[src/rtl/cache_line_fill.sv]
// cache_line_fill: memory-side line bridge for the set-associative cache.
// On fill_req it writes the dirty victim line back (if wb_req) and then fetches
// the missing line one MEM_WIDTH beat at a time. The assembled line is presented
// on fill_data with a one-cycle fill_valid pulse. A per-beat timer aborts the
// transaction with a one-cycle err pulse if memory stops acknowledging.
//
// Ports:
//   clk, rst             clock (rising edge), asynchronous active-high reset
//   fill_req, wb_req     start request; wb_req is sampled only together with fill_req
//   fill_addr, wb_addr   miss / victim byte addresses (line offset bits ignored)
//   wb_data              victim line contents
//   busy                 transaction in progress
//   fill_data, fill_valid  assembled line and its completion pulse
//   err                  timeout pulse, transaction aborted
//   mem_req, mem_we, mem_addr, mem_wdata  beat request to memory
//   mem_ack, mem_rdata   beat completion and read data from memory
module cache_line_fill #(
  parameter int unsigned LINE_BITS  = 512,
  parameter int unsigned MEM_WIDTH  = 32,
  parameter int unsigned ADDR_WIDTH = 32,
  parameter int unsigned TIMEOUT    = 255
) (
  input  logic                  clk,
  input  logic                  rst,
  input  logic                  fill_req,
  input  logic                  wb_req,
  input  logic [ADDR_WIDTH-1:0] fill_addr,
  input  logic [ADDR_WIDTH-1:0] wb_addr,
  input  logic [LINE_BITS-1:0]  wb_data,
  output logic                  busy,
  output logic [LINE_BITS-1:0]  fill_data,
  output logic                  fill_valid,
  output logic                  err,
  output logic                  mem_req,
  output logic                  mem_we,
  output logic [ADDR_WIDTH-1:0] mem_addr,
  output logic [MEM_WIDTH-1:0]  mem_wdata,
  input  logic                  mem_ack,
  input  logic [MEM_WIDTH-1:0]  mem_rdata
);

  localparam int unsigned BEATS  = LINE_BITS / MEM_WIDTH;
  localparam int unsigned OFF    = $clog2(LINE_BITS / 8);
  localparam int unsigned BEAT_W = (BEATS > 1) ? $clog2(BEATS) : 1;

  localparam logic [BEAT_W-1:0]     LAST_BEAT  = BEAT_W'(BEATS - 1);
  localparam logic [ADDR_WIDTH-1:0] BEAT_BYTES = ADDR_WIDTH'(MEM_WIDTH / 8);
  localparam logic [15:0]           TIMEOUT_V  = 16'(TIMEOUT);

  localparam logic [1:0] ST_IDLE = 2'd0;
  localparam logic [1:0] ST_WB   = 2'd1;
  localparam logic [1:0] ST_FILL = 2'd2;
  localparam logic [1:0] ST_DONE = 2'd3;

  logic [1:0]            state_q, state_d;
  logic [BEAT_W-1:0]     beat_q, beat_d;
  logic [15:0]           timer_q, timer_d;
  logic [ADDR_WIDTH-1:0] fill_base_q, fill_base_d;
  logic [ADDR_WIDTH-1:0] wb_base_q, wb_base_d;
  logic [LINE_BITS-1:0]  wb_data_q, wb_data_d;
  logic [LINE_BITS-1:0]  fill_data_q, fill_data_d;
  logic                  busy_q, busy_d;
  logic                  fill_valid_q, fill_valid_d;
  logic                  err_q, err_d;
  logic                  mem_req_q, mem_req_d;
  logic                  mem_we_q, mem_we_d;
  logic [ADDR_WIDTH-1:0] mem_addr_q, mem_addr_d;
  logic [MEM_WIDTH-1:0]  mem_wdata_q, mem_wdata_d;

  logic [BEAT_W-1:0]     beat_inc;
  logic [31:0]           lsb_cur;
  logic [31:0]           lsb_nxt;
  logic [ADDR_WIDTH-1:0] off_nxt;

  assign beat_inc = beat_q + BEAT_W'(1);
  assign lsb_cur  = MEM_WIDTH * 32'(beat_q);
  assign lsb_nxt  = MEM_WIDTH * 32'(beat_inc);
  assign off_nxt  = ADDR_WIDTH'(beat_inc) * BEAT_BYTES;

  // The beat address/data for the *next* beat is computed here so that every
  // memory-side output is a plain register and stays stable until acked.
  always_comb begin
    state_d      = state_q;
    beat_d       = beat_q;
    timer_d      = timer_q;
    fill_base_d  = fill_base_q;
    wb_base_d    = wb_base_q;
    wb_data_d    = wb_data_q;
    fill_data_d  = fill_data_q;
    busy_d       = busy_q;
    fill_valid_d = 1'b0;
    err_d        = 1'b0;
    mem_req_d    = mem_req_q;
    mem_we_d     = mem_we_q;
    mem_addr_d   = mem_addr_q;
    mem_wdata_d  = mem_wdata_q;

    unique case (state_q)
      ST_IDLE: begin
        if (fill_req) begin
          fill_base_d = {fill_addr[ADDR_WIDTH-1:OFF], {OFF{1'b0}}};
          wb_base_d   = {wb_addr[ADDR_WIDTH-1:OFF], {OFF{1'b0}}};
          wb_data_d   = wb_data;
          beat_d      = '0;
          timer_d     = '0;
          busy_d      = 1'b1;
          mem_req_d   = 1'b1;
          if (wb_req) begin
            state_d     = ST_WB;
            mem_we_d    = 1'b1;
            mem_addr_d  = wb_base_d;
            mem_wdata_d = wb_data[MEM_WIDTH-1:0];
          end else begin
            state_d    = ST_FILL;
            mem_we_d   = 1'b0;
            mem_addr_d = fill_base_d;
          end
        end
      end

      ST_WB, ST_FILL: begin
        if (mem_ack) begin
          timer_d = '0;
          if (state_q == ST_FILL) begin
            fill_data_d[lsb_cur +: MEM_WIDTH] = mem_rdata;
          end
          if (beat_q == LAST_BEAT) begin
            beat_d = '0;
            if (state_q == ST_WB) begin
              // mem_req stays high straight into the read phase
              state_d    = ST_FILL;
              mem_we_d   = 1'b0;
              mem_addr_d = fill_base_q;
            end else begin
              state_d      = ST_DONE;
              mem_req_d    = 1'b0;
              fill_valid_d = 1'b1;
            end
          end else begin
            beat_d = beat_inc;
            if (state_q == ST_WB) begin
              mem_addr_d  = wb_base_q + off_nxt;
              mem_wdata_d = wb_data_q[lsb_nxt +: MEM_WIDTH];
            end else begin
              mem_addr_d = fill_base_q + off_nxt;
            end
          end
        end else if (timer_q == TIMEOUT_V) begin
          // Abort; fill_data keeps whatever beats already landed.
          state_d   = ST_IDLE;
          err_d     = 1'b1;
          busy_d    = 1'b0;
          mem_req_d = 1'b0;
          mem_we_d  = 1'b0;
        end else begin
          timer_d = timer_q + 16'd1;
        end
      end

      ST_DONE: begin
        state_d = ST_IDLE;
        busy_d  = 1'b0;
      end

      default: state_d = ST_IDLE;
    endcase
  end

  always_ff @(posedge clk or posedge rst) begin
    if (rst) begin
      state_q      <= ST_IDLE;
      beat_q       <= '0;
      timer_q      <= '0;
      fill_base_q  <= '0;
      wb_base_q    <= '0;
      wb_data_q    <= '0;
      fill_data_q  <= '0;
      busy_q       <= 1'b0;
      fill_valid_q <= 1'b0;
      err_q        <= 1'b0;
      mem_req_q    <= 1'b0;
      mem_we_q     <= 1'b0;
      mem_addr_q   <= '0;
      mem_wdata_q  <= '0;
    end else begin
      state_q      <= state_d;
      beat_q       <= beat_d;
      timer_q      <= timer_d;
      fill_base_q  <= fill_base_d;
      wb_base_q    <= wb_base_d;
      wb_data_q    <= wb_data_d;
      fill_data_q  <= fill_data_d;
      busy_q       <= busy_d;
      fill_valid_q <= fill_valid_d;
      err_q        <= err_d;
      mem_req_q    <= mem_req_d;
      mem_we_q     <= mem_we_d;
      mem_addr_q   <= mem_addr_d;
      mem_wdata_q  <= mem_wdata_d;
    end
  end

  assign busy       = busy_q;
  assign fill_data  = fill_data_q;
  assign fill_valid = fill_valid_q;
  assign err        = err_q;
  assign mem_req    = mem_req_q;
  assign mem_we     = mem_we_q;
  assign mem_addr   = mem_addr_q;
  assign mem_wdata  = mem_wdata_q;

endmodule
[config.mk]
export PLATFORM = sky130hd
export DESIGN_NAME = cache_line_fill
export DESIGN_NICKNAME = d
export VERILOG_FILES = /design/src/rtl/cache_line_fill.sv
export SDC_FILE = /design/constraint.sdc
export NUM_CORES = 2
export LEC_CHECK = 0
export ABC_AREA = 1
export CORE_AREA = 2 2 464 466
export CTS_CLUSTER_SIZE = 12
export DETAILED_ROUTE_END_ITERATION = 12
export DIE_AREA = 0 0 466 468
export REMOVE_ABC_BUFFERS = 1
export SETUP_SLACK_MARGIN = 0.4
export SLEW_MARGIN = 40
export SYNTH_ARGS = -nofsm -noshare
export SYNTH_HDL_FRONTEND = slang
export SYNTH_SLANG_ARGS = --single-unit
[constraint.sdc]
create_clock -name clk -period 72.3 [get_ports clk]
set_input_delay 7.23 -clock clk [delete_from_list [all_inputs] [get_ports clk]]
set_output_delay 7.23 -clock clk [all_outputs]
set_load 0.005 [all_outputs]
==> impl_metrics.toml <==
[logic_synthesis]
async_flop_share_pct = 100.0
synth-compound-area-share_pct = 5.824
yosys.area_share.simple_pct = 33.57
synth_seq_area_share_pct = 55.16
synth_top_family_by_area = "simple AND/OR/NAND/NOR gates"
synthXorXnorAreaFrac_pct = 0.1468
yosysWarnings = 0
synth-edff-count = 0
ys_seq_elements = 1165
synth_fa_ha_area_share_pct = 0.1657
synth_top_area_share_pct = 55.16
synth.area.top_cells = "dfrtp_1 (55%), nand2_1 (24%), nand3_1 (5.5%)"
synth.most_common_cell = "nand2_1"
synth_largest_area_cell = "dfrtp_1"
synthCells = 6842
syn_area_mm2 = 0.05285
synthMuxAreaShare_pct = 0
syn_avg_cell_area_um2 = 7.724
netlist-cell-type-count = 33
synth_top_flop_cell = "dfrtp_1"
yosys-top-cells-count = "nand2_1 (3378), dfrtp_1 (1165), nand3_1 (578), clkbuf_1 (378), o21ai_0 (306)"

[route]
via_per_inst = 4.780
drtIter0Drc = 5026
num_vias = 51381
first_pass_iters = 6
wl_um = 235100
met1_length_um = 90980
wl_met2_um = 109800
dr_wl_met3_um = 17710
drtAntennaViolNets = 0
topRoutingLayerUsed = "met5"
drc = 0
routedWlPerCell_um = 21.87

[worst_setup_path]
end_kind = "asynchronous set/reset pin"
cp.arrival_ns = 11.14
crit_path_start_kind = "input port"
critPathTopFamily = "buffers and inverters"
critPathBufInv = 7
slowest_delay_ns = 0.62
worst-path-max-fanout = 115
cp.required_ns = 73.12
path_cells = "clkdlybuf4s50_1 -> clkinv_8 -> buf_12 -> buf_16 -> buf_4 -> buf_6 -> buf_6"
slowest_stage = "buf_4"
path_class = "in2async"
crit_top_cell = "buf_6"

[cells_and_area]
finalNetCount = 8407
layout-drive-gt1-share_pct = 4.681
fillers = 22240
syn_to_final_growth_pct = 36.70

[cts]
cts_tree = "done"
clock_latency_ns = 0.78
root_buffer = "clkbuf_16"
clock_sinks = 1165
clk_pin_slew_worst_paths_ns = 0.06
cts_max_path_buffers = 3
cts_made_buffers = 138
post-cts-setup-buffers = 0
ctsResizeCount = 0
cts_hold_buf = 0
h-tree-depth = 4

[run]
maxCapViolCount = 0

[timing]
rsz0062_at_grt = "no"
skew_ns = 0.03486
period_share_pct = 14.27
setup_viol = 0
hold_violations = 0
tightest_slew_ns = 0.9918
fin_tns_setup_ns = 0
max_freq_mhz = 96.92
fin_ws_ns = 61.98
slew_violations = 0
timing.hold.ws_ns = 0.4691
period_minus_slack_ns = 10.32
slew_headroom_pct = 33.88

[die]
ioPinCount = 1194
fp.dieH_um = 468
start_util_pct = 24.77
die_w_um = 466
die_area_mm2 = 0.2181
row_count = 170
core_mm2 = 0.2133

[power]
p_leak_nw = 34.19
p_per_area_mw_per_mm2 = 38.69
vdd_ir_drop_max_uv = 48.58

[outcome]
status = "complete, no violations"

[grt]
grt_max_degree = 170
grt_usage_pct = 20.96
grt_overflow_total = 0
grt_pass1_vias = 49806
antenna_found_initial = 54
grt_pass1_wl_um = 340500

[worst_hold_path]
holdCritPathClass = "reg2reg"

[place]
numPortBuffers = 1179
routabilityCongestion = 0.9055
post-dp-hpwl_um = 164000
place_ws_ns = 60.95
-- power breakdown --
part           leakage, nW  switching (W)  internal [W]  total [W]
Combinational         16.9       0.000807      0.000338    0.00114
Clock                 2.20       0.000301      0.000405   0.000706
Sequential            15.1       0.000110      0.000834   0.000944
Total                 34.2        0.00122       0.00158    0.00280
-- worst register-to-register path, cell delays in order, from the launching register on --
cell,delay (ns)
dfrtp_4,0.70
inv_8,0.28
ha_4,0.53
buf_4,0.49
buf_4,0.69
buf_4,0.62
buf_4,0.57
nand3_1,0.35
nand3_1,0.17
nand2_1,0.08
nand2_1,0.07
nand2_1,0.08
nand2_1,0.25
a21oi_1,0.11
-- stage by stage --
step                      instances  total power (W)  util [%]  cell area [um2]
after floorplan                6365         0.001632         -            50980
after global placement        10475         0.002072     31.55            67310
after detailed placement      10480         0.002096     31.63            67480
after CTS                     10716         0.002816     33.76            72030
after global routing          10737         0.002977     33.85            72210
final                         10750         0.002795     33.86            72250
-- per-layer routing --
layer,up-vias,track usage (%)
li1,23656,-
met1,24860,25.07
met2,2299,34.07
met3,518,4.739
met4,48,13.17
met5,-,0
-- worst paths after layout --
path | end | cells past startpoint | slack (ns) | from
worst max-delay path | fill_data[77]$_DFFE_PP0P_ | 7 | 61.98 | rst
worst min-delay path | fill_data[384]$_DFFE_PP0P_ | 2 | 0.47 | fill_data[384]$_DFFE_PP0P_
worst max register to register | mem_wdata[29]$_DFFE_PP0P_ | 13 | 67.20 | beat_q[0]$_DFFE_PP0P_
worst min register to register | fill_data[384]$_DFFE_PP0P_ | 2 | 0.47 | fill_data[384]$_DFFE_PP0P_
max in group clk | fill_data[222]$_DFFE_PP0P_ | 10 | 62.07 | mem_ack
min in group asynchronous | fill_data[494]$_DFFE_PP0P_ | 2 | 6.92 | rst
-- layout make-up --
class,count,area [um2],share of cell area (%)
Multi-Input combinational cell,4976,21180,29.32
Tap cell,2838,3551,4.915
Timing Repair Buffer,1282,12840,17.78
Clock buffer,197,3945,5.461
Inverter,224,898.4,1.243
Clock inverter,39,595.6,0.8244
Sequential cell,1165,29160,40.36
Antenna cell,29,72.57,0.1004
-- state kept, by name, indices dropped and copies added (netlist names) --
register	count
fill_valid	1
err	1
state_q	2
mem_addr	30
wb_base_q	26
busy	1
fill_data	512
mem_we	1
wb_data_q	512
fill_base_q	26
mem_wdata	32
beat_q	4
mem_req	1
timer_q	16
-- cell families (layout without fill, tap and decap cells) --
logic type	Yosys count	after routing
buf+inv	702	1742
other cells	1	31
compound gates	554	554
fa+ha+maj	7	7
simple gates	4405	4405
xor+xnor	8	8
flops	1165	1165
-- cells in the final DEF, fill, tap and decap left out, types with 29 or more instances in the layout --
cell type	n
nand2_1	3374
clkdlybuf4s50_1	1178
dfrtp_1	1164
nand3_1	574
o21ai_0	306
inv_1	202
nor3_1	200
nor2_1	168
clkbuf_16	138
o31ai_1	108
a21oi_1	102
buf_4	74
nand4_1	54
clkbuf_1	32
diode_2	29
Note: power is estimated with default switching activity, not from simulation.
